`config.mk`:
```
export PLATFORM = sky130hd
export DESIGN_NAME = acc_flags_stage
export DESIGN_NICKNAME = d
export VERILOG_FILES = /design/src/rtl/acc_flags_stage_pkg.sv /design/src/rtl/acc_flags_skid_reg.sv /design/src/rtl/acc_flags_stage.sv
export SDC_FILE = /design/constraint.sdc
export NUM_CORES = 1
export LEC_CHECK = 0
export ABC_AREA = 1
export CAP_MARGIN = 20
export CORE_UTILIZATION = 42
export CTS_BUF_LIST = sky130_fd_sc_hd__clkbuf_16
export CTS_CLUSTER_DIAMETER = 40
export DETAILED_ROUTE_END_ITERATION = 10
export PLACE_DENSITY = 0.79
export SYNTH_ARGS = -nofsm -noshare
export SYNTH_HDL_FRONTEND = slang
export SYNTH_HIERARCHICAL = 1
export SYNTH_SLANG_ARGS = --single-unit
```
`constraint.sdc`:
```
create_clock -name clk -period 1.25 [get_ports clk]
set_input_delay 0.25 -clock clk [delete_from_list [all_inputs] [get_ports clk]]
set_output_delay 0.25 -clock clk [all_outputs]
set_load 0.03 [all_outputs]
```
`src/rtl/acc_flags_stage_pkg.sv`:
```
// Shared definitions for the accumulator/flag stage that sits downstream of the 4-bit ALU:
// default widths, the output-register state encoding and the reset values.
package acc_flags_stage_pkg;

  localparam int DATA_W_DEF = 4;
  localparam int CNT_W_DEF  = 8;

  typedef enum logic {
    EMPTY = 1'b0,
    FULL  = 1'b1
  } state_t;

  localparam int   ACC_RST_VAL = 0;
  localparam int   CNT_RST_VAL = 0;
  localparam logic FLAG_RST    = 1'b0;

endpackage

```
`src/rtl/acc_flags_skid_reg.sv`:
```
// One-entry valid/ready pipeline register. It accepts a new word in the same cycle that the
// held word drains, so it sustains one transfer per cycle.
module acc_flags_skid_reg
  import acc_flags_stage_pkg::*;
#(
  parameter int DATA_W = DATA_W_DEF
) (
  input  logic              clk,
  input  logic              reset,
  input  logic [DATA_W-1:0] in_data,
  input  logic              in_valid,
  output logic              in_ready,
  output logic [DATA_W-1:0] out_data,
  output logic              out_valid,
  input  logic              out_ready
);

  state_t            state_p1;
  logic [DATA_W-1:0] data_p1;
  logic              accept;

  // in_ready depends only on held state and out_ready, never on in_valid
  assign in_ready  = (state_p1 == EMPTY) | out_ready;
  assign accept    = in_valid & in_ready;
  assign out_valid = (state_p1 == FULL);
  assign out_data  = data_p1;

  // stage p1: held output word
  always_ff @(posedge clk or posedge reset) begin
    if (reset) begin
      state_p1 <= EMPTY;
      data_p1  <= DATA_W'(ACC_RST_VAL);
    end else begin
      case (state_p1)
        EMPTY: begin
          if (accept) begin
            state_p1 <= FULL;
            data_p1  <= in_data;
          end
        end
        FULL: begin
          if (accept) begin
            data_p1 <= in_data;
          end else if (out_ready) begin
            state_p1 <= EMPTY;
          end
        end
        default: state_p1 <= EMPTY;
      endcase
    end
  end

endmodule

```
`src/rtl/acc_flags_stage.sv`:
```
// Accumulator, carry/zero flag register and transfer counter behind the ALU, with results
// forwarded through a one-entry output register. Optional macro: STICKY_CARRY_EN.
module acc_flags_stage
  import acc_flags_stage_pkg::*;
#(
  parameter int DATA_W = DATA_W_DEF,
  parameter int CNT_W  = CNT_W_DEF
) (
  input  logic              clk,
  input  logic              reset,
  input  logic [DATA_W-1:0] alu_out,
  input  logic              alu_carry,
  input  logic              alu_zero,
  input  logic              in_valid,
  output logic              in_ready,
  input  logic              load_acc,
  input  logic              load_flags,
  input  logic              flags_clr,
  output logic [DATA_W-1:0] acc,
  output logic              c_flag,
  output logic              z_flag,
  output logic [DATA_W-1:0] out_data,
  output logic              out_valid,
  input  logic              out_ready,
  output logic [CNT_W-1:0]  xfer_cnt
);

  logic accept;

  // Carry update on a flag load; the sticky build ORs into the held carry.
  function automatic logic next_carry(input logic held, input logic presented);
`ifdef STICKY_CARRY_EN
    return held | presented;
`else
    return presented | (held & 1'b0);
`endif
  endfunction

  assign accept = in_valid & in_ready;

  acc_flags_skid_reg #(
    .DATA_W(DATA_W)
  ) u_skid (
    .clk      (clk),
    .reset    (reset),
    .in_data  (alu_out),
    .in_valid (in_valid),
    .in_ready (in_ready),
    .out_data (out_data),
    .out_valid(out_valid),
    .out_ready(out_ready)
  );

  // stage p1: accumulator, flags and counter
  always_ff @(posedge clk or posedge reset) begin
    if (reset) begin
      acc      <= DATA_W'(ACC_RST_VAL);
      c_flag   <= FLAG_RST;
      z_flag   <= FLAG_RST;
      xfer_cnt <= CNT_W'(CNT_RST_VAL);
    end else begin
      if (accept) begin
        xfer_cnt <= xfer_cnt + CNT_W'(1);
        if (load_acc)
          acc <= alu_out;
      end
      // a clear beats a simultaneous flag load
      if (flags_clr) begin
        c_flag <= 1'b0;
        z_flag <= 1'b0;
      end else if (accept && load_flags) begin
        c_flag <= next_carry(c_flag, alu_carry);
        z_flag <= alu_zero;
      end
    end
  end

endmodule

```
==> metrics, run 1 <==
all-layer global routing usage=19.5%; design area=1300 µm²; Syn Std Cell Area=877 µm²; proportion of synthesized flip-flops having asynchronous set or reset=100%; worst-case vdd ir drop=1.31 mV; Ys Warns=6; post-layout instance count excluding filler cells=170; final routed wire length divided by cell count=approximately 11 µm; Clock Sink Count=19; Power per Cell Area=1950 nW/µm²; gate count of the mapped netlist=102; commonest cells in the netlist=sky130_fd_sc_hd__nand2_1, sky130_fd_sc_hd__dfrtp_1, sky130_fd_sc_hd__inv_1; maximum number of pins on one net before global-route repair=15; worst hold margin=0.227 ns; Clock Tree Buf Depth=2; number of maximum-capacitance violations=0; terminus of the critical flop-to-flop path=xfer_cnt[4]; Die Area=around 2300 µm²; class of the tightest hold or removal check=input pin to asynchronous set/reset pin; routed vias/inst=roughly 4.6; share of layout cells above drive strength 1=25.2%; number of placed instances, taps included=166; Seq/Total Area, Yosys=54.2%; initial antenna violation count=0; Top Ports=33; CTS Root Cell=sky130_fd_sc_hd__clkbuf_16; share of the synthesized area in the top cell type=roughly 54%; number of slew-limit violations in the final report=0; DRC violations left=0; total number of H-tree levels=1; Fin Setup TNS=0 ns; number of global-route vias before repair=685; synthesized net count=116; number of cells on the worst reg-to-reg path=5; number of filler instances in the final layout=approximately 160; worst clock skew=around 0.0015 ns; weighted congestion reported at the end of routability-driven placement=0.757; endpoint type of the worst setup path=output port; Post-CTS Setup Bufs=0; Synth Flop Type=sky130_fd_sc_hd__dfrtp_1; required time reported for the critical path endpoint=1.00 ns; largest fanout on the critical path=3; Crit Path Category=input pin to output port; clock transition at the registers of the reported paths=0.05 ns; sum of overflow across all layers after global routing=0; post-route worst setup slack=0.0225 ns; worst skew pair latency=0.25 ns; starting density of the core=roughly 45%; fmax=0.815 GHz; most common cell in the netlist=sky130_fd_sc_hd__nand2_1; synth unique cells=14; final hold violations=0; shortest clock period the worst path allows after layout=between 1 and 1.5 ns; net count reported at finish=158; run status=completed; Reg2Reg Launch Point=xfer_cnt[0]; remaining max-slew budget at the tightest pin=86.2%; layout-stage area growth over the synthesis result=48.6%; via count of the routed design=787; Worst Tran Pin Value=0.207 ns; DRT Wirelength=around 1.8 mm; total clock buffers created by CTS=3; post-DP HPWL=1.44 mm; number of antenna-violating nets in the routed design=0; Leak=0.703 nW; num rows=16; RSZ-0062 raised after global routing=false; R2R Setup Slk=0.16 ns; Critical Path End=in_ready; final worst path period share=98.2%; Die Ht=47.7 µm; mean post-synth cell area=8.60 µm²; Hold Buf Count CTS=0; total iterations of the first detailed-routing run=4; CP Launch Type=input pin; Core Footprint=1960 µm²; post-layout total power=2.54 mW; number of enable flip-flop cells after synthesis=0; antenna diode count=0; clock tree from TritonCTS=yes; count of buffers from port buffering=32; placed inst area=1220 µm²; final setup violating endpoints=0; origin of the worst setup path=out_ready; DR iter-0 viols=12; final core utilization=66.5%; global-route wire length before repair=2.99 mm; cell type with the largest total area after synthesis=sky130_fd_sc_hd__dfrtp_1; Place WS=-0.165 ns; data arrival time of the critical path=between 0.9 and 1 ns; die width=47.7 µm; count of state elements after synthesis=19; leading post-synthesis cells by cell area=sky130_fd_sc_hd__dfrtp_1, sky130_fd_sc_hd__nand2_1, sky130_fd_sc_hd__inv_1
==> cells by family (layout without fill, tap and decap cells) <==
group	count (synthesis)	after routing	share of synthesized area, %
AND/OR/NAND/NOR	56	56	30.5
buffers and inverters	19	60	8.13
XOR/XNOR	4	4	4.00
flip-flops	19	19	54.2
adder cells (fa/ha/maj)	1	1	1.43
AO/OA/AOI/OAI	3	3	1.71
==> routing by layer <==
layer,vias up,share of wire (%),track usage (%)
met2,24,48,30.5
met1,363,43,24.9
met3,6,5.7,3.77
li1,394,-,-
met4,0,3.3,11.7
met5,-,0,0
==> worst min-delay path by stage <==
stage	to	slack (ns)	depth (start not counted)
after global placement	acc[0]	0.46	2
after CTS	u_skid/out_data[3]	0.23	2
after global routing	u_skid/out_data[3]	0.27	2
final	u_skid/out_data[1]	0.23	2
after floorplan	u_skid/out_data[0]	0.03	1
after detailed placement	u_skid/out_data[1]	0.47	2
==> critical path: stages <==
cell,delay [ns]
sky130_fd_sc_hd__clkdlybuf4s50_1,0.45
sky130_fd_sc_hd__inv_1,0.06
sky130_fd_sc_hd__nand2_4,0.08
sky130_fd_sc_hd__buf_6,0.13
==> what timing repair did <==
action / 4_1_cts / 5_1_grt
pin swaps: 0 / 1
gates resized for setup: 1 / 1
gates cloned: 0 / 0
setup endpoints to repair: 1 / 3
==> cell type report <==
cell class | count | area (µm²) | share of cell area [%]
Clock buffer | 3 | 75.1 | 5.76
Clock inverter | 1 | 5.00 | 0.384
Inverter | 19 | 71.3 | 5.47
Multi-Input combinational cell | 64 | 330 | 25.3
Sequential cell | 19 | 477 | 36.6
Tap cell | 27 | 33.8 | 2.59
Timing Repair Buffer | 37 | 312 | 23.9
==> power by group <==
group          switching [mW]  internal, mW
clock                   0.225         0.429
combinational           0.587         0.371
sequential              0.163         0.767
==> registers in the layout, indices dropped and copies added, names as in the netlist <==
register	flops
acc	4
c_flag	1
u_skid/out_data	4
u_skid/out_valid	1
xfer_cnt	8
z_flag	1
==> layout by cell type (no fill, tap or decap), types with 2 or more instances in the layout <==
| cell | instances |
|---|---|
| sky130_fd_sc_hd__xor2_1 | 2 |
| sky130_fd_sc_hd__dfrtp_1 | 18 |
| sky130_fd_sc_hd__inv_1 | 19 |
| sky130_fd_sc_hd__nand3_1 | 13 |
| sky130_fd_sc_hd__buf_4 | 24 |
| sky130_fd_sc_hd__clkbuf_16 | 3 |
| sky130_fd_sc_hd__nor2_4 | 2 |
| sky130_fd_sc_hd__xnor2_1 | 2 |
| sky130_fd_sc_hd__clkdlybuf4s50_1 | 12 |
| sky130_fd_sc_hd__nor2_1 | 2 |
| sky130_fd_sc_hd__o21ai_0 | 2 |
| sky130_fd_sc_hd__nand2_1 | 34 |
| sky130_fd_sc_hd__nand2_4 | 2 |
Power figures use the tool's default switching activity.
==> run 2, diff against run 1 <==
- ABC_CLOCK_PERIOD_IN_PS: unset -> 1250
- CELL_PAD_IN_SITES_DETAIL_PLACEMENT: unset -> 1
- CELL_PAD_IN_SITES_GLOBAL_PLACEMENT: unset -> 2
- CORE_ASPECT_RATIO: unset -> 0.5
- CORE_UTILIZATION: 42 -> 24
==> run 2 against run 1 <==
Against the previous run:
- via count unchanged
- clock power up 0.6%
- final area rose by 4.1%
- sequential share of layout area decreased by 1.4 points
- combinational power up 2.3%
- critical path depth is 2 lower
- register-to-register slack got worse by 0.03 ns
- non-clock buffer count grew 3
- clock skew up 0.0013 ns
- maximum frequency increased by 6.4%
- worst setup slack better by 0.074 ns
- critical endpoint unchanged
- highest routed layer unchanged
==> metrics, run 2 (synthesized netlist as in run 1, its figures left out) <==
run status=completed; largest fanout on the critical path=4 (+1); required time reported for the critical path endpoint=1.00 ns (about the same); shortest clock period the worst path allows after layout=1.15 ns (-0.0738 ns); routed vias/inst=3.99 (-14%); clock tree from TritonCTS=yes; maximum number of pins on one net before global-route repair=15 (unchanged); number of cells on the worst reg-to-reg path=6 (+1); worst clock skew=0.00277 ns (+0.00125 ns); total iterations of the first detailed-routing run=3 (-1); RSZ-0062 raised after global routing=false; Crit Path Category=flop to output port; Hold Buf Count CTS=0 (unchanged); CP Launch Type=flop; global-route wire length before repair=3.57 mm (+19%); register with the highest flop count=xfer_cnt; worst hold margin=0.230 ns (+0.00356 ns); P_int=1.57 mW (+0.31%); commonest non-fill, non-tap cell in the layout=sky130_fd_sc_hd__nand2_1; endpoint type of the worst setup path=output port; Die Ht=44.7 µm (-6.2%); number of maximum-capacitance violations=0 (unchanged); Worst Tran Pin Value=0.196 ns (-0.0113 ns); worst-case vdd ir drop=0.440 mV (-66%); antenna diode count=0 (unchanged); sum of overflow across all layers after global routing=0 (unchanged); DRT Wirelength=2.20 mm (+21%); Clock Tree Buf Depth=2 (unchanged); Reg2Reg Launch Point=xfer_cnt[0]; Multi-input gate area=330 µm² (unchanged); class of the tightest hold or removal check=input pin to asynchronous set/reset pin; terminus of the critical flop-to-flop path=xfer_cnt[6]; via count of the routed design=787 (unchanged); number of global-route vias before repair=768 (+12%); DR iter-0 viols=9 (-3); Die Area=3910 µm² (+72%); final routed wire length divided by cell count=11.1 µm (+4.2%); Net Sw Frac=38.8% (+0.44 points); share of layout cells above drive strength 1=26.7% (+1.5 points); commonest cells after routing, fill and taps aside=sky130_fd_sc_hd__nand2_1, sky130_fd_sc_hd__buf_4, sky130_fd_sc_hd__inv_1; num rows=15 (-1); fmax=0.867 GHz (+6.4%); post-DP HPWL=1.67 mm (+16%); number of filler instances in the final layout=420 (+160%); initial antenna violation count=0 (unchanged); net count reported at finish=161 (+1.9%); max reg flops=8 (unchanged); Clock Sink Count=19 (unchanged); final setup violating endpoints=0 (unchanged); R2R Setup Slk=0.13 ns (-0.03 ns); Leak=0.727 nW (+3.3%); worst skew pair latency=0.25 ns (about the same); global route hottest layer=met2; total area of sequential cells=477 µm² (unchanged); remaining max-slew budget at the tightest pin=86.8% (+0.63 points); number of slew-limit violations in the final report=0 (unchanged); all-layer global routing usage=12.4% (-7.1 points); met2 Resource Use GR=21.6% (-9.0 points); final worst path period share=92.3% (-5.9 points); final hold violations=0 (unchanged); data arrival time of the critical path=0.90 ns (-0.08 ns); count of buffers from port buffering=32 (unchanged); Core Footprint=3470 µm² (+77%); clock transition at the registers of the reported paths=0.05 ns (about the same); met3 track demand over resource in global routing=2.93% (-0.85 points); post-layout total power=2.57 mW (+1.0%); switching power total=996 µW (+2.2%); met1 Resource Use GR=15.3% (-9.7 points); total clock buffers created by CTS=3 (unchanged); CTS Root Cell=sky130_fd_sc_hd__clkbuf_16; Place WS=-0.193 ns (-0.0278 ns); die width=87.5 µm (+83%); share of total power in sequential cells=36.2% (-0.4 points); number of antenna-violating nets in the routed design=0 (unchanged); Power per Cell Area=1890 nW/µm² (-3.0%); part of the total power dissipated in the clock network=25.6% (about the same); weighted congestion reported at the end of routability-driven placement=0.741 (-2.1%); DRC violations left=0 (unchanged); Comb pwr share=38.2% (+0.5 points); total number of H-tree levels=1 (unchanged); post-route worst setup slack=0.0962 ns (+0.0738 ns); Top Ports=33 (unchanged); starting density of the core=25.3% (-19 points); layout-stage area growth over the synthesis result=54.8%
## run 2: changes by cell type in the layout (fill, tap and decap cells not counted), sizes merged
cell,change
inv,+1
buf,+3
clkinv,-1
clkdlybuf4s50,-1
dlymetal6s2s,+1
## run 2: how the worst max path moves through the flow
stage,start,endpoint,slack [ns],cells past startpoint
after CTS,out_ready,in_ready,0.008,4
final,u_skid/out_valid,in_ready,0.1,2
after detailed placement,out_ready,xfer_cnt[7],-0.19,8
after global placement,out_ready,xfer_cnt[7],-0.15,8
after floorplan,xfer_cnt[0],xfer_cnt[4],0.003,5
after global routing,xfer_cnt[0],xfer_cnt[6],0.01,6
## run 2: final cells by class
class                      count  share of cell area, %
sequential                    19                   35.1
timing repair buffer          40                   24.8
multi-input combinational     64                   24.3
clock buffer                   3                   5.53
inverter                      19                   5.25
tap                           51                   4.70
clock inverter                 1                  0.276
## run 2: per-layer routing
layer  up-vias  share of wire, %
li1        399                 -
met1       374                47
met2        12                49
met3         2               3.1
met4         0              0.64
met5         -                 0
## run 2: repair_timing
item | 4_1_cts | 5_1_grt
endpoints found under the setup margin | 1 | 4
pin swaps | 1 | 1
resized for setup | 1 | 3
setup buffers | 2 | 1
hold endpoints to repair | 0 | 0
## run 2: per-stage QoR
stage | TNS, ns | cells | cell area (µm²) | utilization (%)
floorplan | 0 | 102 | 878 | -
global placement | -1.77 | 191 | 1260 | 36.2
detailed placement | -2.24 | 191 | 1260 | 36.2
CTS | 0 | 196 | 1350 | 38.8
global route | 0 | 197 | 1360 | 39.1
finish | 0 | 197 | 1360 | 39.1
## run 2: power groups by stage
| stage | Combinational (mW) | Clock, mW | Sequential, mW |
|---|---|---|---|
| floorplan | 0.303 | 0 | 1.21 |
| CTS | 0.991 | 0.675 | 0.932 |
| finish | 0.980 | 0.657 | 0.930 |
| detailed placement | 0.982 | 0 | 0.942 |
| global placement | 0.964 | 0 | 0.943 |
| global route | 1.08 | 0.700 | 0.961 |
## run 2: worst max-delay path: stages, from the launching register on
cell	delay (ns)
sky130_fd_sc_hd__dfrtp_2	0.42
sky130_fd_sc_hd__nand2_4	0.10
sky130_fd_sc_hd__buf_6	0.14
==> run 3, diff against run 2 <==
- CTS_BUF_LIST: sky130_fd_sc_hd__clkbuf_16 -> unset
- CTS_CLUSTER_DIAMETER: 40 -> unset
==> run 3 against run 2 <==
Against the previous run:
- register-to-register slack is essentially flat
- clock power down 34%
- utilization fell by 1.2 points
- sequential power hardly changed
- worst setup slack worse by 0.014 ns
- highest routed layer unchanged
==> metrics, run 3 (synthesized netlist as in run 1, its figures left out) <==
run status=completed; critical-path cell with the highest stage delay=sky130_fd_sc_hd__dfrtp_2; final worst path period share=93.4% (+1.1 points); worst hold margin=0.220 ns (-0.0107 ns); CP Launch Type=flop; final routed wire length divided by cell count=11.0 µm (-1.4%); layout-stage area growth over the synthesis result=50.1%; total iterations of the first detailed-routing run=4 (+1); number of maximum-capacitance violations=0 (unchanged); maximum number of pins on one net before global-route repair=15 (unchanged); number of antenna-violating nets in the routed design=0 (unchanged); weighted congestion reported at the end of routability-driven placement=0.741 (unchanged); Clock Sink Count=19 (unchanged); max reg flops=8 (unchanged); Hold Buf Count CTS=0 (unchanged); post-DP HPWL=1.67 mm (unchanged); data arrival time of the critical path=0.92 ns (+0.02 ns); Die Area=3910 µm² (unchanged); Clock Tree Buf Depth=2 (unchanged); final setup violating endpoints=0 (unchanged); net count reported at finish=160 (-0.62%); initial antenna violation count=0 (unchanged); share of layout cells above drive strength 1=26.2% (-0.51 points); crit-path cells=nand2_4, buf_6; commonest non-fill, non-tap cell in the layout=sky130_fd_sc_hd__nand2_1; Top Ports=33 (unchanged); post-route worst setup slack=0.0827 ns (-0.0135 ns); required time reported for the critical path endpoint=1.00 ns (about the same); part of the total power dissipated in the clock network=18.5% (-7.1 points); die width=87.5 µm (unchanged); all-layer global routing usage=12.1% (-0.33 points); register with the highest flop count=xfer_cnt; worst clock skew=0.00123 ns (-0.00154 ns); sum of overflow across all layers after global routing=0 (unchanged); Crit Path Category=flop to output port; share of total power in sequential cells=39.7% (+3.5 points); count of buffers from port buffering=32 (unchanged); delay of the slowest cell on the worst path=0.42 ns (about the same); worst-case vdd ir drop=0.432 mV (-1.8%); endpoint type of the worst setup path=output port; fmax=0.857 GHz (-1.2%); clock transition at the registers of the reported paths=0.07 ns (+0.02 ns); commonest cells after routing, fill and taps aside=sky130_fd_sc_hd__nand2_1, sky130_fd_sc_hd__buf_4, sky130_fd_sc_hd__inv_1, sky130_fd_sc_hd__dfrtp_1, sky130_fd_sc_hd__nand3_1; antenna diode count=0 (unchanged); starting density of the core=25.3% (unchanged); DRC violations left=0 (unchanged); P_int=1.37 mW (-13%); DRT Wirelength=2.15 mm (-1.9%); RSZ-0062 raised after global routing=false; Die Ht=44.7 µm (unchanged); num rows=15 (unchanged); total number of H-tree levels=1 (unchanged); shortest clock period the worst path allows after layout=1.17 ns (+0.0135 ns); final hold violations=0 (unchanged); Net Sw Frac=41.5% (+2.7 points); via count of the routed design=778 (-1.1%); Comb pwr share=41.8% (+3.6 points); final core utilization=37.9% (-1.2 points); Core Footprint=3470 µm² (unchanged); routed vias/inst=3.97 (-0.64%); total clock buffers created by CTS=3 (unchanged); Worst Tran Pin Value=0.201 ns (+0.00526 ns); switching power total=970 µW (-2.6%); remaining max-slew budget at the tightest pin=86.6% (-0.23 points); global-route wire length before repair=3.51 mm (-1.9%); CTS Root Cell=sky130_fd_sc_hd__clkbuf_8; DR iter-0 viols=9 (unchanged); number of slew-limit violations in the final report=0 (unchanged); number of global-route vias before repair=765 (-0.39%); clock tree from TritonCTS=yes; Power per Cell Area=1780 nW/µm² (-6.0%); largest fanout on the critical path=4 (unchanged); worst skew pair latency=0.25 ns (about the same); Leak=0.703 nW (-3.3%); class of the tightest hold or removal check=input pin to asynchronous set/reset pin; Place WS=-0.193 ns (unchanged)
[run 3: changes by cell type in the layout (fill, tap and decap cells not counted)]
cell                        previous run  this run
sky130_fd_sc_hd__inv_1                19        18
sky130_fd_sc_hd__clkbuf_8              0         3
sky130_fd_sc_hd__buf_4                27        26
sky130_fd_sc_hd__clkbuf_16             3         0
sky130_fd_sc_hd__clkbuf_1              0         1
[run 3: path summary, 6_finish.rpt]
kind                                        from                  to  slack, ns  cells past startpoint
worst min register to register            acc[1]              acc[1]       0.47                      2
worst max-delay path            u_skid/out_valid            in_ready       0.08                      2
min in group clk                          acc[1]              acc[1]       0.47                      2
worst min-delay path                       reset  u_skid/out_data[3]       0.22                      2
worst max register to register       xfer_cnt[0]         xfer_cnt[4]       0.13                      5
max in group asynchronous                  reset              z_flag       0.75                      3
[run 3: power by group through the flow]
stage                     Combinational (mW)  Sequential, mW  Clock [mW]
final                                  0.978           0.928       0.432
after global placement                 0.964           0.943           0
after global routing                    1.07           0.960       0.478
after floorplan                        0.303            1.21           0
after detailed placement               0.982           0.942           0
after CTS                              0.993           0.931       0.453
[run 3: repair_timing]
| item | CTS | global route |
|---|---|---|
| pin swaps | 1 | 1 |
| gates resized for setup | 1 | 3 |
| cloned | 0 | 0 |
| buffers inserted | 2 | 0 |
| endpoints found under the setup margin | 1 | 2 |
[run 3: area by class of cell]
| cell class | instances | area, µm² |
|---|---|---|
| Tap cell | 51 | 63.8 |
| Inverter | 19 | 71.3 |
| Fill cell | 424 | 2160 |
| Sequential cell | 19 | 477 |
| Multi-Input combinational cell | 64 | 330 |
| Timing Repair Buffer | 39 | 329 |
| Clock buffer | 4 | 45.0 |
[run 3: per-layer routing]
metal / share of wire, % / track usage [%] / vias to the layer above
met5: 0 / 0 / -
met4: 0.42 / 2.95 / 0
met3: 3.4 / 3.47 / 2
met2: 49 / 21.1 / 13
met1: 47 / 15.0 / 367
li1: - / - / 396
[run 3: critical path, delay by kind of cell, from the launching register on]
kind | cells | cell delay (ns)
and+or+nand+nor | 1 | 0.10
DFF | 1 | 0.42
buffers and inverters | 1 | 0.14
[run 3: stage by stage]
| stage | cells | setup TNS (ns) | power, mW | instance area (µm²) |
|---|---|---|---|---|
| 2_1_floorplan | 102 | 0 | 1.51 | 878 |
| 3_3_place_gp | 191 | -1.77 | 1.91 | 1260 |
| 3_5_place_dp | 191 | -2.24 | 1.92 | 1260 |
| 4_1_cts | 196 | 0 | 2.38 | 1310 |
| 5_1_grt | 196 | 0 | 2.51 | 1320 |
| 6_report | 196 | 0 | 2.34 | 1320 |
